$ cat src/rtl/lcd_write_sequencer.sv
// Physical-layer write engine for a 4-bit character LCD: drives DB[7:4], RS and E
// with setup/pulse/hold timing and inter-nibble/inter-byte gaps, then pulses done.
module lcd_write_sequencer #(
  parameter int SETUP_CYCLES      = 2,
  parameter int PULSE_CYCLES      = 12,
  parameter int HOLD_CYCLES       = 1,
  parameter int NIBBLE_GAP_CYCLES = 50,
  parameter int BYTE_GAP_CYCLES   = 2000,
  parameter int CNT_W             = 16
) (
  input  logic       Clock,
  input  logic       Reset,
  input  logic       iWrite,
  input  logic [7:0] iData,
  input  logic       iRegisterSelect,
  input  logic       iNibbleOnly,
  output logic       oBusy,
  output logic       oWriteDone,
  output logic       oLCD_Enabled,
  output logic       oLCD_RegisterSelect,
  output logic [3:0] oLCD_Data
);

  typedef enum logic [2:0] {
    ST_IDLE  = 3'd0,
    ST_SETUP = 3'd1,
    ST_PULSE = 3'd2,
    ST_HOLD  = 3'd3,
    ST_GAP   = 3'd4,
    ST_DONE  = 3'd5
  } state_t;

  localparam logic [CNT_W-1:0] SETUP_LAST = CNT_W'(SETUP_CYCLES - 1);
  localparam logic [CNT_W-1:0] PULSE_LAST = CNT_W'(PULSE_CYCLES - 1);
  localparam logic [CNT_W-1:0] HOLD_LAST  = CNT_W'(HOLD_CYCLES - 1);
  localparam logic [CNT_W-1:0] NGAP_LAST  = CNT_W'(NIBBLE_GAP_CYCLES - 1);
  localparam logic [CNT_W-1:0] BGAP_LAST  = CNT_W'(BYTE_GAP_CYCLES - 1);

  state_t           state_r, state_s;
  logic [CNT_W-1:0] cnt_r, cnt_s;
  logic [3:0]       low_r, low_s;
  logic             nib_only_r, nib_only_s;
  logic             nib_idx_r, nib_idx_s;
  logic             busy_r, busy_s;
  logic             done_r, done_s;
  logic             e_r, e_s;
  logic             rs_r, rs_s;
  logic [3:0]       data_r, data_s;

  // State, counter, latched request and all registered outputs
  always_ff @(posedge Clock or negedge Reset) begin
    if (!Reset) begin
      state_r    <= ST_IDLE;
      cnt_r      <= '0;
      low_r      <= 4'h0;
      nib_only_r <= 1'b0;
      nib_idx_r  <= 1'b0;
      busy_r     <= 1'b0;
      done_r     <= 1'b0;
      e_r        <= 1'b0;
      rs_r       <= 1'b0;
      data_r     <= 4'h0;
    end else begin
      state_r    <= state_s;
      cnt_r      <= cnt_s;
      low_r      <= low_s;
      nib_only_r <= nib_only_s;
      nib_idx_r  <= nib_idx_s;
      busy_r     <= busy_s;
      done_r     <= done_s;
      e_r        <= e_s;
      rs_r       <= rs_s;
      data_r     <= data_s;
    end
  end

  // Next-state, next-output and counter logic
  always_comb begin
    state_s    = state_r;
    low_s      = low_r;
    nib_only_s = nib_only_r;
    nib_idx_s  = nib_idx_r;
    rs_s       = rs_r;
    data_s     = data_r;
    case (state_r)
      ST_IDLE: begin
        if (iWrite) begin
          state_s    = ST_SETUP;
          low_s      = iData[3:0];
          rs_s       = iRegisterSelect;
          nib_only_s = iNibbleOnly;
          nib_idx_s  = 1'b0;
          data_s     = iNibbleOnly ? iData[3:0] : iData[7:4];
        end else begin
          state_s = ST_IDLE;
        end
      end
      ST_SETUP: begin
        if (cnt_r == SETUP_LAST) state_s = ST_PULSE;
        else                     state_s = ST_SETUP;
      end
      ST_PULSE: begin
        if (cnt_r == PULSE_LAST) state_s = ST_HOLD;
        else                     state_s = ST_PULSE;
      end
      ST_HOLD: begin
        if (cnt_r == HOLD_LAST) state_s = ST_GAP;
        else                    state_s = ST_HOLD;
      end
      ST_GAP: begin
        // Only the high nibble of a full byte is followed by the short gap
        if (!nib_only_r && !nib_idx_r) begin
          if (cnt_r == NGAP_LAST) begin
            state_s   = ST_SETUP;
            nib_idx_s = 1'b1;
            data_s    = low_r;
          end else begin
            state_s = ST_GAP;
          end
        end else begin
          if (cnt_r == BGAP_LAST) state_s = ST_DONE;
          else                    state_s = ST_GAP;
        end
      end
      ST_DONE: begin
        state_s = ST_IDLE;
      end
      default: begin
        state_s = ST_IDLE;
      end
    endcase

    if ((state_s != state_r) || (state_r == ST_IDLE)) begin
      cnt_s = '0;
    end else begin
      cnt_s = cnt_r + CNT_W'(1);
    end

    busy_s = (state_s != ST_IDLE);
    done_s = (state_s == ST_DONE);
    e_s    = (state_s == ST_PULSE);
  end

  assign oBusy               = busy_r;
  assign oWriteDone          = done_r;
  assign oLCD_Enabled        = e_r;
  assign oLCD_RegisterSelect = rs_r;
  assign oLCD_Data           = data_r;

endmodule

$ cat config.mk
export PLATFORM = sky130hd
export DESIGN_NAME = lcd_write_sequencer
export DESIGN_NICKNAME = d
export VERILOG_FILES = /design/src/rtl/lcd_write_sequencer.sv
export SDC_FILE = /design/constraint.sdc
export NUM_CORES = 1
export LEC_CHECK = 0
export ABC_AREA = 1
export CORE_ASPECT_RATIO = 2
export CORE_UTILIZATION = 50
export DETAILED_ROUTE_END_ITERATION = 12
export PLACE_DENSITY = 0.72
export RECOVER_POWER = 50
export SYNTH_ARGS = -nofsm -noshare
export SYNTH_HDL_FRONTEND = slang
export SYNTH_SLANG_ARGS = --single-unit
$ cat constraint.sdc
create_clock -name Clock -period 1.9 [get_ports Clock]
set_input_delay 0.19 -clock Clock [delete_from_list [all_inputs] [get_ports Clock]]
set_output_delay 0.19 -clock Clock [all_outputs]
set_load 0.01 [all_outputs]
======== After elaboration in Yosys (flattened, before gate mapping) ========
Index checks and enable logic that the tools add are counted.
word-level totals
  flip-flop bits (word level) ............. 33
  latch bits .............................. 0
  memory bits (writable) .................. 0
  bits in read-only memories .............. 0
  input bits .............................. 13
  output and inout bits ................... 8
  logic and storage cells ................. 53
  memories kept ........................... 0
operators by class
  add/subtract/negate cells ............... 1
  multipliers ............................. 0
  div/mod/pow operators ................... 0
  order comparisons ....................... 0
  equality and inequality tests ........... 14
  shift operators ......................... 0
  multiplexer cells ....................... 18
  bitwise logic cells ..................... 0
  reduce and logical (&&, ||, !) cells .... 10
operators by type and width
  kind                                              number
  adder 16 x 1 -> 16 bit (second input constant)    1
  == test 16 x 1 -> 1 bit (second input constant)   1
  == test 16 x 11 -> 1 bit (second input constant)  1
  == test 16 x 4 -> 1 bit (second input constant)   1
  == test 16 x 6 -> 1 bit (second input constant)   1
  logical NOT 16 bit                                1
  two-way mux 16 bit                                1
  two-way mux 4 bit                                 4
  one-hot mux 3 bit (5 select lines)                1
  == test 3 x 2 -> 1 bit (second input constant)    3
  two-way mux 3 bit                                 3
  one-hot mux 4 bit (2 select lines)                1
  == test 3 bit (second input constant)             2
  two-way mux 1 bit                                 6
  inequality test 2 bit (second input constant)     3
  AND reduction 4 bit                               1
  == test 3 x 1 -> 1 bit (second input constant)    1
  logical NOT 3 bit                                 1
  inequality test 3 bit                             1
  nonzero test 3 bit                                1
  logical NOT 1 bit                                 2
  two-way mux 2 bit                                 1
  one-hot mux 1 bit (2 select lines)                1
  AND reduction 2 bit                               1
  other kinds (3)                                   3

======== Depth between registers and ports, before layout ========
Gate-level depths: netlist of the first run.
  word-level depth ........................ 7
  gate-level depth with buffers ........... 14
  gate-level depth less buffers ........... 13

======== Worst setup path before layout of the first run ========
OpenSTA, ideal clock, no wires.
  path kind ............................... reg2reg
  start ................................... reg cnt_r[0]
  end ..................................... reg cnt_r[14]
  library setup time ...................... 0.124 ns
  arrival ................................. 1.598 ns
  required time ........................... 1.776 ns
  setup slack ............................. 0.178 ns
  stages on the path, launching flop included .. 9
  buffers on the path ..................... 0
  period minus slack after synthesis ...... 1.722 ns
  cell sequence ........................... dfrtp_1 > ha_1 > nand3_1 > nor2_1 > nand3_1 > nor2_1 > nand3_1 > xor2_1 > nor2_4
between the ends
  cells in the longest elaborated chain, start to end .. 7
  elaborated cells on any way between the ends .. 16
  those cells by class .................... add/sub: 1; eq/ne: 5; mux: 8; reduce/logical: 2
ends and longest elaborated chain
  item                                                                 line      source
  from (decl)                                                          40        logic [CNT_W-1:0] cnt_r, cnt_s;
  from (signal assigned)                                               65        cnt_r <= cnt_s;
  == test 16 x 11 -> 1 bit or == test 16 x 6 -> 1 bit (tied branches)  121, 113
  two-way mux 1 bit or two-way mux 3 bit (tied branches)               121, 113
  two-way mux 3 bit                                                    112       if (!nib_only_r && !nib_idx_r) begin
  one-hot mux 3 bit (5 select lines)                                   85        case (state_r)
  inequality test 3 bit                                                133       if ((state_s != state_r) || (state_r == ST_IDLE)) begin
  logical OR 1 bit                                                     133
  two-way mux 16 bit (*)                                               133
  via cnt_s[14]                                                        40
The timed path passes the listed nets; every way through them passes the cells marked *.
A chain may end at the register's enable or synchronous reset.

======== Worst setup path after layout of the first run ========
  start ................................... reg cnt_r[5]
  end ..................................... reg cnt_r[11]
Same word-level chain as after synthesis.

==> results.toml, run 1 <==
[routing]
viasPerCell = 5.01
wl_met3_um = 107
drt_iter0_drc = 46
wl_met2_mm = 2.27
num_vias = 1543
wirelength_mm = 3.93
maxUsedRoutingLayer = "met4"
met1Wirelength_mm = 1.36
drt_pass1_iterations = 4
drc = 0
routedWlPerCell_um = 12.7
drtAntennaViolNets = 0

[setup_path]
cp_slowest_cell = "dfrtp_1"
start_kind = "register"
crit_required_ns = 2.07
worst_setup_path_end_kind = "register"
slowest_delay_ns = 0.42
setup.worst_path.class = "register to register"
r2r_cells = 13
cp.arrival_ns = 2.00
path_cells = "nor2_2, nand2_2, nor2_2, nand2_1, nand2_2, nand2_2, nor2_4, nand2_4, nand2_4, nand2_4, nand3_4, clkbuf_16, nor2_4"
cp_max_fo = 7
cp.depth = 13
path_buf_inv = 1
cpLargestDelayFamily = "simple AND/OR/NAND/NOR gates"

[die]
dieArea_um2 = 3950
die_width_um = 44.9
fp-row-count = 30
ios = 21
chipHeight_um = 87.9
design.core.area_um2 = 3450
start_util_pct = 53.4

[global_routing]
grt_pass1_wl_mm = 6.60
grt_usage_pct = 23.1
grt-ovfl-total = 0
first_global_vias = 1513
antenna_found_initial = 0
grt_max_degree = 34

[cells_and_area]
fill_cells = 291
fin_nets = 275
multiInputGateArea_um2 = 975
regArea_um2 = 828
layout-drive-gt1-share_pct = 26.9
final_core_util_pct = 70.0
diodes = 0
area_growth_pct = 31.1

[synthesis]
synth_fa_ha_area_share_pct = 2.04
ys_types = 27
synthArstFlopShare_pct = 100
yosys.area_share.simple_pct = 36.0
synth_top_family_by_area = "simple AND/OR/NAND/NOR gates"
syn_nets = 236
synth_area_um2 = 1840
yosysMostFrequentCell = "nand2_1"
synth-xor-area-share_pct = 5.70
ys_ff_latch = 33
synth_cells = 220
synth_top_area_cell = "dfrtp_1"
synth-compound-area-share_pct = 4.88
synthMuxAreaShare_pct = 0
ys.flop_type = "dfrtp_1"
synth_common_cells = "nand2_1 (49), nor2_1 (35), dfrtp_1 (33), inv_1 (21), nand3_1 (14)"
ys_seq_area_share_pct = 44.8
synth_top_area_share_pct = 44.8
ys_warn_count = 0
syn_avg_cell_area_um2 = 8.38
synth_edf_count = 0
netlist_top_cells_area = "dfrtp_1 (45%), nand2_1 (10%), nor2_4 (7.3%)"

[clocking]
cts_tree = "done"
hold_buffers = 0
cts_buffers = 5
clk_latency_ns = 0.29
htreeDepth = 2
cts.sinks = 33
clk_pin_slew_ns = 0.07
clockBufferDepth = 2
root_buffer = "clkbuf_8"

[power]
finalPower_w = 0.00339
p_int_w = 0.00207
leakagePower_nw = 1.08
clockPowerShare_pct = 20.4
pwr-share-comb_pct = 49.5
powerDensity_nw_per_um2 = 1400
vdd_ir_drop_max_mv = 1.01
sequentialPowerShare_pct = 30.1
p_sw_w = 0.00133
swShare_pct = 39.1

[sta]
setup_viol_count_final = 0
max_freq_mhz = 547
hold_viol_final = 0
finalCritPeriodShare_pct = 96.3
slew_headroom_pct = 45.8
period_needed_ns = 1.83
clock_skew_ns = 0.00992
drv_slew = 0
worstMarginPinSlew_ns = 0.812

[placement]
port_buffers = 20
hpwl_mm = 2.85
gp_congestion = 0.916

[hold_path]
hold_class = "primary input to register"
min_path_cells = 3

[status]
status = "complete, no violations"

[flow_run]
drv_cap = 0
[cells by family after synthesis]
| logic type | count (synthesis) |
|---|---|
| compound gates | 16 |
| buf+inv | 28 |
| xor+xnor | 12 |
| flops | 33 |
| fa+ha+maj | 3 |
| simple gates | 128 |
[cell usage in the layout (no fill, tap or decap), types with 4 or more instances in the layout]
cell              n
buf_4            12
clkbuf_8          6
clkdlybuf4s50_1  19
dfrtp_1          31
inv_1            20
nand2_1          44
nand2_2           8
nand3_1          12
nor2_1           25
nor2_2           12
nor2_4           12
o21ai_0          10
xnor2_1           4
xor2_1            8
[area by class of cell]
class | instances | share of cell area, %
Tap cell | 48 | 2.48
Clock inverter | 2 | 1.55
Sequential cell | 33 | 34.3
Clock buffer | 6 | 3.42
Timing Repair Buffer | 35 | 14.1
Multi-Input combinational cell | 159 | 40.3
Inverter | 25 | 3.88
[sequential cells by signal, summed over array words and instances (netlist names)]
name / cells
cnt_r: 16
low_r: 4
oLCD_Data: 4
state_r: 3
nib_idx_r: 1
nib_only_r: 1
oBusy: 1
oLCD_Enabled: 1
oLCD_RegisterSelect: 1
oWriteDone: 1
[through the flow]
| step | area [um^2] | std cells | setup TNS [ns] | worst slack, ns | hold slack, ns |
|---|---|---|---|---|---|
| 2_1_floorplan | 1840 | 220 | 0 | 0.178 | -0.106 |
| 3_3_place_gp | 2160 | 294 | 0 | 0.0665 | 0.461 |
| 3_5_place_dp | 2160 | 294 | 0 | 0.0423 | 0.465 |
| 4_1_cts | 2280 | 302 | 0 | 0.0277 | 0.321 |
| 5_1_grt | 2420 | 308 | -0.0903 | -0.0191 | 0.450 |
| 6_report | 2420 | 308 | 0 | 0.0707 | 0.440 |
[power by group through the flow]
stage | clock [W] | combinational, W | sequential [W]
finish | 0.000693 | 0.00168 | 0.00102
floorplan | 0 | 0.000993 | 0.00102
CTS | 0.000699 | 0.00143 | 0.00100
global placement | 0 | 0.00140 | 0.00101
detailed placement | 0 | 0.00142 | 0.00101
global route | 0.000729 | 0.00185 | 0.00104
[layer usage]
metal  up-vias  global-route usage (%)
li1        767                       -
met1       719                    21.9
met3        19                    5.15
met4         0                    12.4
met5         -                       0
met2        38                    42.8
[path summary, 6_finish.rpt]
kind	to	start	slack [ns]
max	cnt_r[11]	cnt_r[5]	0.07
min reg2reg	oLCD_RegisterSelect	oLCD_RegisterSelect	0.48
max reg2reg	cnt_r[11]	cnt_r[5]	0.07
min	oLCD_RegisterSelect	iRegisterSelect	0.44
min in group asynchronous	oLCD_RegisterSelect	Reset	0.52
max in group asynchronous	cnt_r[0]	Reset	0.83
[worst register-to-register path, stage by stage, from the launching register on]
cell	delay, ns
dfrtp_1	0.42
nor2_2	0.19
nand2_2	0.11
nor2_2	0.16
nand2_1	0.08
nand2_2	0.07
nand2_2	0.06
nor2_4	0.09
nand2_4	0.07
nand2_4	0.07
nand2_4	0.05
nand3_4	0.10
clkbuf_16	0.20
nor2_4	0.03
[timing repair]
action                     4_1_cts  5_1_grt
gates resized for setup          0       25
setup endpoints to repair        0       14
buffers inserted                 0        5
No activity file was read; power rests on OpenSTA's default activity.
==> run 2, diff against run 1 <==
CTS_BUF_LIST = sky130_fd_sc_hd__clkbuf_8   (was unset)
==> results of run 2 <==
No change in the layout: final DEF, timing and power equal those of run 1.
==> run 3, diff against run 2 <==
CTS_CLUSTER_DIAMETER = 80   (was unset)
==> results of run 3 <==
No change in the layout: final DEF, timing and power equal those of run 1.
